<file path="config.mk">
export PLATFORM = sky130hd
export DESIGN_NAME = mul_arbiter
export DESIGN_NICKNAME = d
export VERILOG_FILES = /design/src/rtl/mul_arb_pkg.sv /design/src/rtl/mul_core.sv /design/src/rtl/mul_arbiter.sv
export SDC_FILE = /design/constraint.sdc
export NUM_CORES = 2
export LEC_CHECK = 0
export BUFFER_PORTS_ARGS = -buffer_cell sky130_fd_sc_hd__buf_2
export CAP_MARGIN = 0
export CORE_MARGIN = 8
export CORE_UTILIZATION = 60
export DETAILED_ROUTE_END_ITERATION = 10
export PLACE_DENSITY_LB_ADDON = 0.3
export SYNTH_ARGS = -nofsm -noshare
export SYNTH_HDL_FRONTEND = slang
export SYNTH_HIERARCHICAL = 1
export SYNTH_SLANG_ARGS = --single-unit
export TNS_END_PERCENT = 50
</file>
<file path="constraint.sdc">
create_clock -name clk -period 29.8 [get_ports clk]
set_input_delay 4.47 -clock clk [delete_from_list [all_inputs] [get_ports clk]]
set_output_delay 4.47 -clock clk [all_outputs]
set_load 0.02 [all_outputs]
</file>
<file path="src/rtl/mul_arb_pkg.sv">
// Shared types and constants for the two-requester multiplier arbiter.
package mul_arb_pkg;

  localparam int unsigned NREQ    = 2;
  localparam int unsigned LAT_MIN = 1;
  localparam int unsigned LAT_MAX = 4;
  // Wide enough to hold any legal latency value.
  localparam int unsigned CNT_W   = $clog2(LAT_MAX + 1);

  typedef enum logic [1:0] {
    IDLE,
    BUSY,
    DONE
  } state_t;

endpackage

</file>
<file path="src/rtl/mul_core.sv">
// 32x32 signed/unsigned multiplier with a LAT-stage output pipeline.
// The product of the current a/b/uns appears on p LAT cycles later.
module mul_core
  import mul_arb_pkg::*;
#(
  parameter int unsigned LAT = 1
) (
  input  logic        clk,
  input  logic        rst,
  input  logic [31:0] a,
  input  logic [31:0] b,
  input  logic        uns,
  output logic [63:0] p
);

  logic [63:0] ext_a;
  logic [63:0] ext_b;
  logic [63:0] prod;
  logic [63:0] pipe_q [LAT];

  // Extend both operands to 64 bits; the low 64 bits of the product are then exact.
  always_comb begin
    ext_a = {{32{~uns & a[31]}}, a};
    ext_b = {{32{~uns & b[31]}}, b};
    prod  = ext_a * ext_b;
  end

  // Output pipeline: stage 0 captures the product, later stages shift it along.
  always_ff @(posedge clk) begin
    if (rst) begin
      for (int i = 0; i < LAT; i++) pipe_q[i] <= '0;
    end else begin
      pipe_q[0] <= prod;
      for (int i = 1; i < LAT; i++) pipe_q[i] <= pipe_q[i-1];
    end
  end

  assign p = pipe_q[LAT-1];

endmodule

</file>
<file path="src/rtl/mul_arbiter.sv">
// Two-requester arbiter in front of a shared pipelined multiplier.
// Ties go to requester 0 unless MUL_ARB_ROUND_ROBIN_EN is defined, in which
// case they alternate via a round-robin pointer.
module mul_arbiter
  import mul_arb_pkg::*;
#(
  parameter int unsigned LAT = 1
) (
  input  logic        clk,
  input  logic        rst,
  input  logic [1:0]  req,
  input  logic [1:0]  u,
  input  logic [31:0] x0,
  input  logic [31:0] y0,
  input  logic [31:0] x1,
  input  logic [31:0] y1,
  output logic [1:0]  stall,
  output logic [1:0]  done,
  output logic [63:0] z,
  output logic        busy
);

  state_t             state_q;
  logic [CNT_W-1:0]   cnt_q;
  logic               grant_q;
  logic [1:0]         done_q;
  logic [63:0]        z_q;
  logic               busy_q;
  logic [31:0]        x_q, y_q;
  logic               u_q;
  logic [31:0]        x_d, y_d;
  logic               u_d;
  logic               win;
  logic               take;
  logic [63:0]        core_p;

`ifdef MUL_ARB_ROUND_ROBIN_EN
  logic               rr_q;

  // Tie goes to the pointer; a lone request always wins.
  always_comb begin
    win = (req == 2'b11) ? rr_q : req[1];
  end

  // Pointer moves to the requester that did not just win, only on a grant.
  always_ff @(posedge clk) begin
    if (rst)       rr_q <= 1'b0;
    else if (take) rr_q <= ~win;
  end
`else
  // Fixed priority: requester 0 wins whenever it asks.
  always_comb begin
    win = ~req[0];
  end
`endif

  // Select the winner's operands on a grant, otherwise hold the latched ones.
  always_comb begin
    take = (state_q == IDLE) && (req != 2'b00);
    x_d  = x_q;
    y_d  = y_q;
    u_d  = u_q;
    if (take) begin
      x_d = win ? x1 : x0;
      y_d = win ? y1 : y0;
      u_d = win ? u[1] : u[0];
    end
  end

  // Operand latch so later input changes cannot disturb the in-flight product.
  always_ff @(posedge clk) begin
    if (rst) begin
      x_q <= '0;
      y_q <= '0;
      u_q <= 1'b0;
    end else begin
      x_q <= x_d;
      y_q <= y_d;
      u_q <= u_d;
    end
  end

  // Core sees the next-state operands so its first stage fills on the grant edge.
  mul_core #(
    .LAT (LAT)
  ) u_core (
    .clk (clk),
    .rst (rst),
    .a   (x_d),
    .b   (y_d),
    .uns (u_d),
    .p   (core_p)
  );

  // Control FSM with registered done/z/busy outputs.
  always_ff @(posedge clk) begin
    if (rst) begin
      state_q <= IDLE;
      cnt_q   <= '0;
      grant_q <= 1'b0;
      done_q  <= 2'b00;
      z_q     <= '0;
      busy_q  <= 1'b0;
    end else begin
      case (state_q)
        IDLE: begin
          if (take) begin
            grant_q <= win;
            cnt_q   <= CNT_W'(LAT);
            busy_q  <= 1'b1;
            state_q <= BUSY;
          end
        end
        BUSY: begin
          if (cnt_q == CNT_W'(1)) begin
            cnt_q   <= '0;
            z_q     <= core_p;
            done_q  <= grant_q ? 2'b10 : 2'b01;
            state_q <= DONE;
          end else begin
            cnt_q <= cnt_q - CNT_W'(1);
          end
        end
        DONE: begin
          done_q  <= 2'b00;
          busy_q  <= 1'b0;
          state_q <= IDLE;
        end
        default: begin
          done_q  <= 2'b00;
          busy_q  <= 1'b0;
          state_q <= IDLE;
        end
      endcase
    end
  end

  assign done  = done_q;
  assign z     = z_q;
  assign busy  = busy_q;
  assign stall = req & ~done_q;

endmodule

</file>
==> results.yml <==
outcome:
  status: "finished, final reports clean"
worst_setup_path:
  required_ps: 30250
  regToRegSetupSlack_ps: 18960
  r2r-start: "state_q[1]$_SDFFE_PP0P_"
  worst_path_most_repeated_cell: "fa_1"
  crit_type: "in -> reg"
  reg2reg_depth: 29
  r2r-end: "u_core/pipe_q[0][55]$_SDFF_PP0_"
  crit_path_max_fanout: 67
  start_kind: "input pin"
  critPathCaptureType: "register"
  critPathSlowestCell: "fa_1"
  slowest_delay_ps: 1100
  endpoint: "u_core/pipe_q[0][55]$_SDFF_PP0_"
  critical_path_arrival_ps: 14980
  worstSetupStartpoint: "req[0]"
synth:
  synth_top_area_cell: "fa_1"
  synth.distinct_cells: 80
  syn-cell-area_um2: 45400
  synth_edf_count: 0
  synth_seq_cells: 202
  synth.avg_cell_area_um2: 9.27
  ys_seq_area_frac: 0.0892
  synth_fp_nets: 6367
  ys.flop_type: "dfxtp_1"
  synth.top_cell.area_share: 0.497
  yosys-top-cells-area: "fa_1, inv_1, dfxtp_1, nand2_1, ha_1"
  syn_inst: 4894
  ys_async_sr_fraction: 0
  yosysWarningCount: 6
global_routing:
  grt_pass1_wl_um: 200000
  antenna_found_initial: 1
  grt_pass1_vias: 38000
  globalRouteOverflowTotal: 0
  grt_max_degree: 76
  grt_usage: 0.298
cells_and_area:
  layout_commonest_cell: "fa_1"
  multi_input_comb_area_um2: 36300
  final_layout_size_suffix_gt1_frac: 0.0853
  mostFrequentLayoutCells: "fa_1, inv_1, nand2_1, and2_1, ha_1"
  synthToLayoutAreaGrowth_pct: 5.85
  seqCellArea_um2: 4040
  final_nets: 6368
  fill_cells: 6183
detailed_routing:
  vias: 33700
  ant_nets: 0
  drt_iter0_markers: 2325
  routed_wl_um: 121000
  drt-vias-per-instance: 5.72
  routedWlPerCell_um: 20.6
  first_pass_iters: 8
  drc: 0
floorplan:
  fp.dieH_um: 291
  die_area_um2: 84700
  core_area_um2: 75400
  die_w_um: 291
  io_pins: 203
  core.rowCount: 101
  start_util: 0.601
timing:
  maxClockFrequency_mhz: 68.8
  period_share: 0.488
  worst_slew_pin_slew_ps: 1320
  slew_violations: 0
  relSlewSlack: 0.0959
  setup_tns_ps: 0
  finalHoldViolCount: 0
  setup_viol: 0
  fin_crit_ps: 14540
  rsz0062_at_grt: "false"
  skew_ps: 22.3
clocking:
  cts_hold_buf: 0
  cts_tree: "yes"
  cts_buffers: 24
  clkSinkCount: 202
  clk_latency_ps: 570
  postCtsSetupRepairBufs: 0
  htreeDepth: 1
  cts.path.max_buffers: 3
  cts_resized: 0
  clkSlewWorstSetupHoldPaths_ps: 60
  root_buffer: "clkbuf_16"
placed_design:
  hpwl_um: 91100
  portBuffers: 202
  gp_congestion: 0.913
min_path:
  hold_class: "reg -> reg"
job:
  cap_violations: 0
[critical path: cells and delay by family]
kind	cells	cell delay, ps
adders and majority gates	9	5170
AOI/OAI and AO/OA	5	1340
xor gates and xnor gates	1	160
buffers and inverters	9	2530
and+or+nand+nor	8	1200
[stage by stage]
step / cells / cell area, um^2 / hold slack (ps) / setup WS [ps] / utilization
floorplan: 4894 / 45400 / 420 / 16760 / -
finish: 5891 / 48000 / 438 / 15260 / 0.636
CTS: 5889 / 48000 / 438 / 15340 / 0.636
global route: 5889 / 48000 / 450 / 14560 / 0.636
detailed placement: 5847 / 47200 / 423 / 14800 / 0.626
global placement: 5847 / 47200 / 424 / 15030 / 0.626
[sequential cells by signal, summed over array words and instances (netlist names), 2 cells and up]
name / flops
done: 2
y_q: 32
z: 64
cnt_q: 3
x_q: 32
u_core/pipe_q: 64
state_q: 2
[synthesized netlist by cell type, types with 27 or more instances]
| cell type | n |
|---|---|
| clkbuf_1 | 248 |
| nand2_1 | 724 |
| o21ai_0 | 27 |
| ha_1 | 214 |
| and2_1 | 370 |
| a2111oi_0 | 49 |
| nor2b_1 | 63 |
| a21oi_1 | 129 |
| nor3_1 | 75 |
| dfxtp_1 | 202 |
| a22o_1 | 64 |
| inv_1 | 1099 |
| nor2_1 | 171 |
| fa_1 | 1125 |
| xnor2_1 | 52 |
| a21o_1 | 32 |
[layer usage]
layer  vias to the layer above  global-route usage  part of all wire
met4                         0               0.186             0.076
met1                     17300               0.327              0.33
met3                       554              0.0558             0.080
li1                      14400                   -                 -
met5                         -                   0                 0
met2                      1493               0.531              0.51
[layout make-up]
class | instances | area share
flip-flops and latches | 202 | 0.0842
repair buffers | 265 | 0.0310
diodes | 2 | 0.000104
well taps | 978 | 0.0255
clock buffers | 35 | 0.0149
multi-input cells | 3303 | 0.756
inverters | 1099 | 0.0859
clock inverters | 7 | 0.00203
[cell families (layout without fill, tap and decap cells)]
group,after synthesis,after routing,share of synthesized area
simple gates,1486,1486,0.154
buf+inv,1389,1406,0.118
fa+ha+maj,1339,1339,0.556
compound gates,398,398,0.0676
flops,202,202,0.0892
xor+xnor,74,74,0.0143
mux,6,6,0.00143
other cells,0,2,0
[how the worst min path moves through the flow]
stage / cells past startpoint / startpoint / slack, ps / to
2_1_floorplan: 1 / u_core/pipe_q[0][0]$_SDFF_PP0_ / 420 / z[0]$_SDFFE_PP0P_
3_3_place_gp: 1 / u_core/pipe_q[0][32]$_SDFF_PP0_ / 420 / z[32]$_SDFFE_PP0P_
3_5_place_dp: 1 / u_core/pipe_q[0][57]$_SDFF_PP0_ / 420 / z[57]$_SDFFE_PP0P_
4_1_cts: 1 / u_core/pipe_q[0][9]$_SDFF_PP0_ / 440 / z[9]$_SDFFE_PP0P_
5_1_grt: 1 / u_core/pipe_q[0][9]$_SDFF_PP0_ / 450 / z[9]$_SDFFE_PP0P_
6_report: 1 / u_core/pipe_q[0][37]$_SDFF_PP0_ / 440 / z[37]$_SDFFE_PP0P_
Power is not shown: default switching activity piles up to over one toggle a cycle in this logic, so the estimate is an artifact.
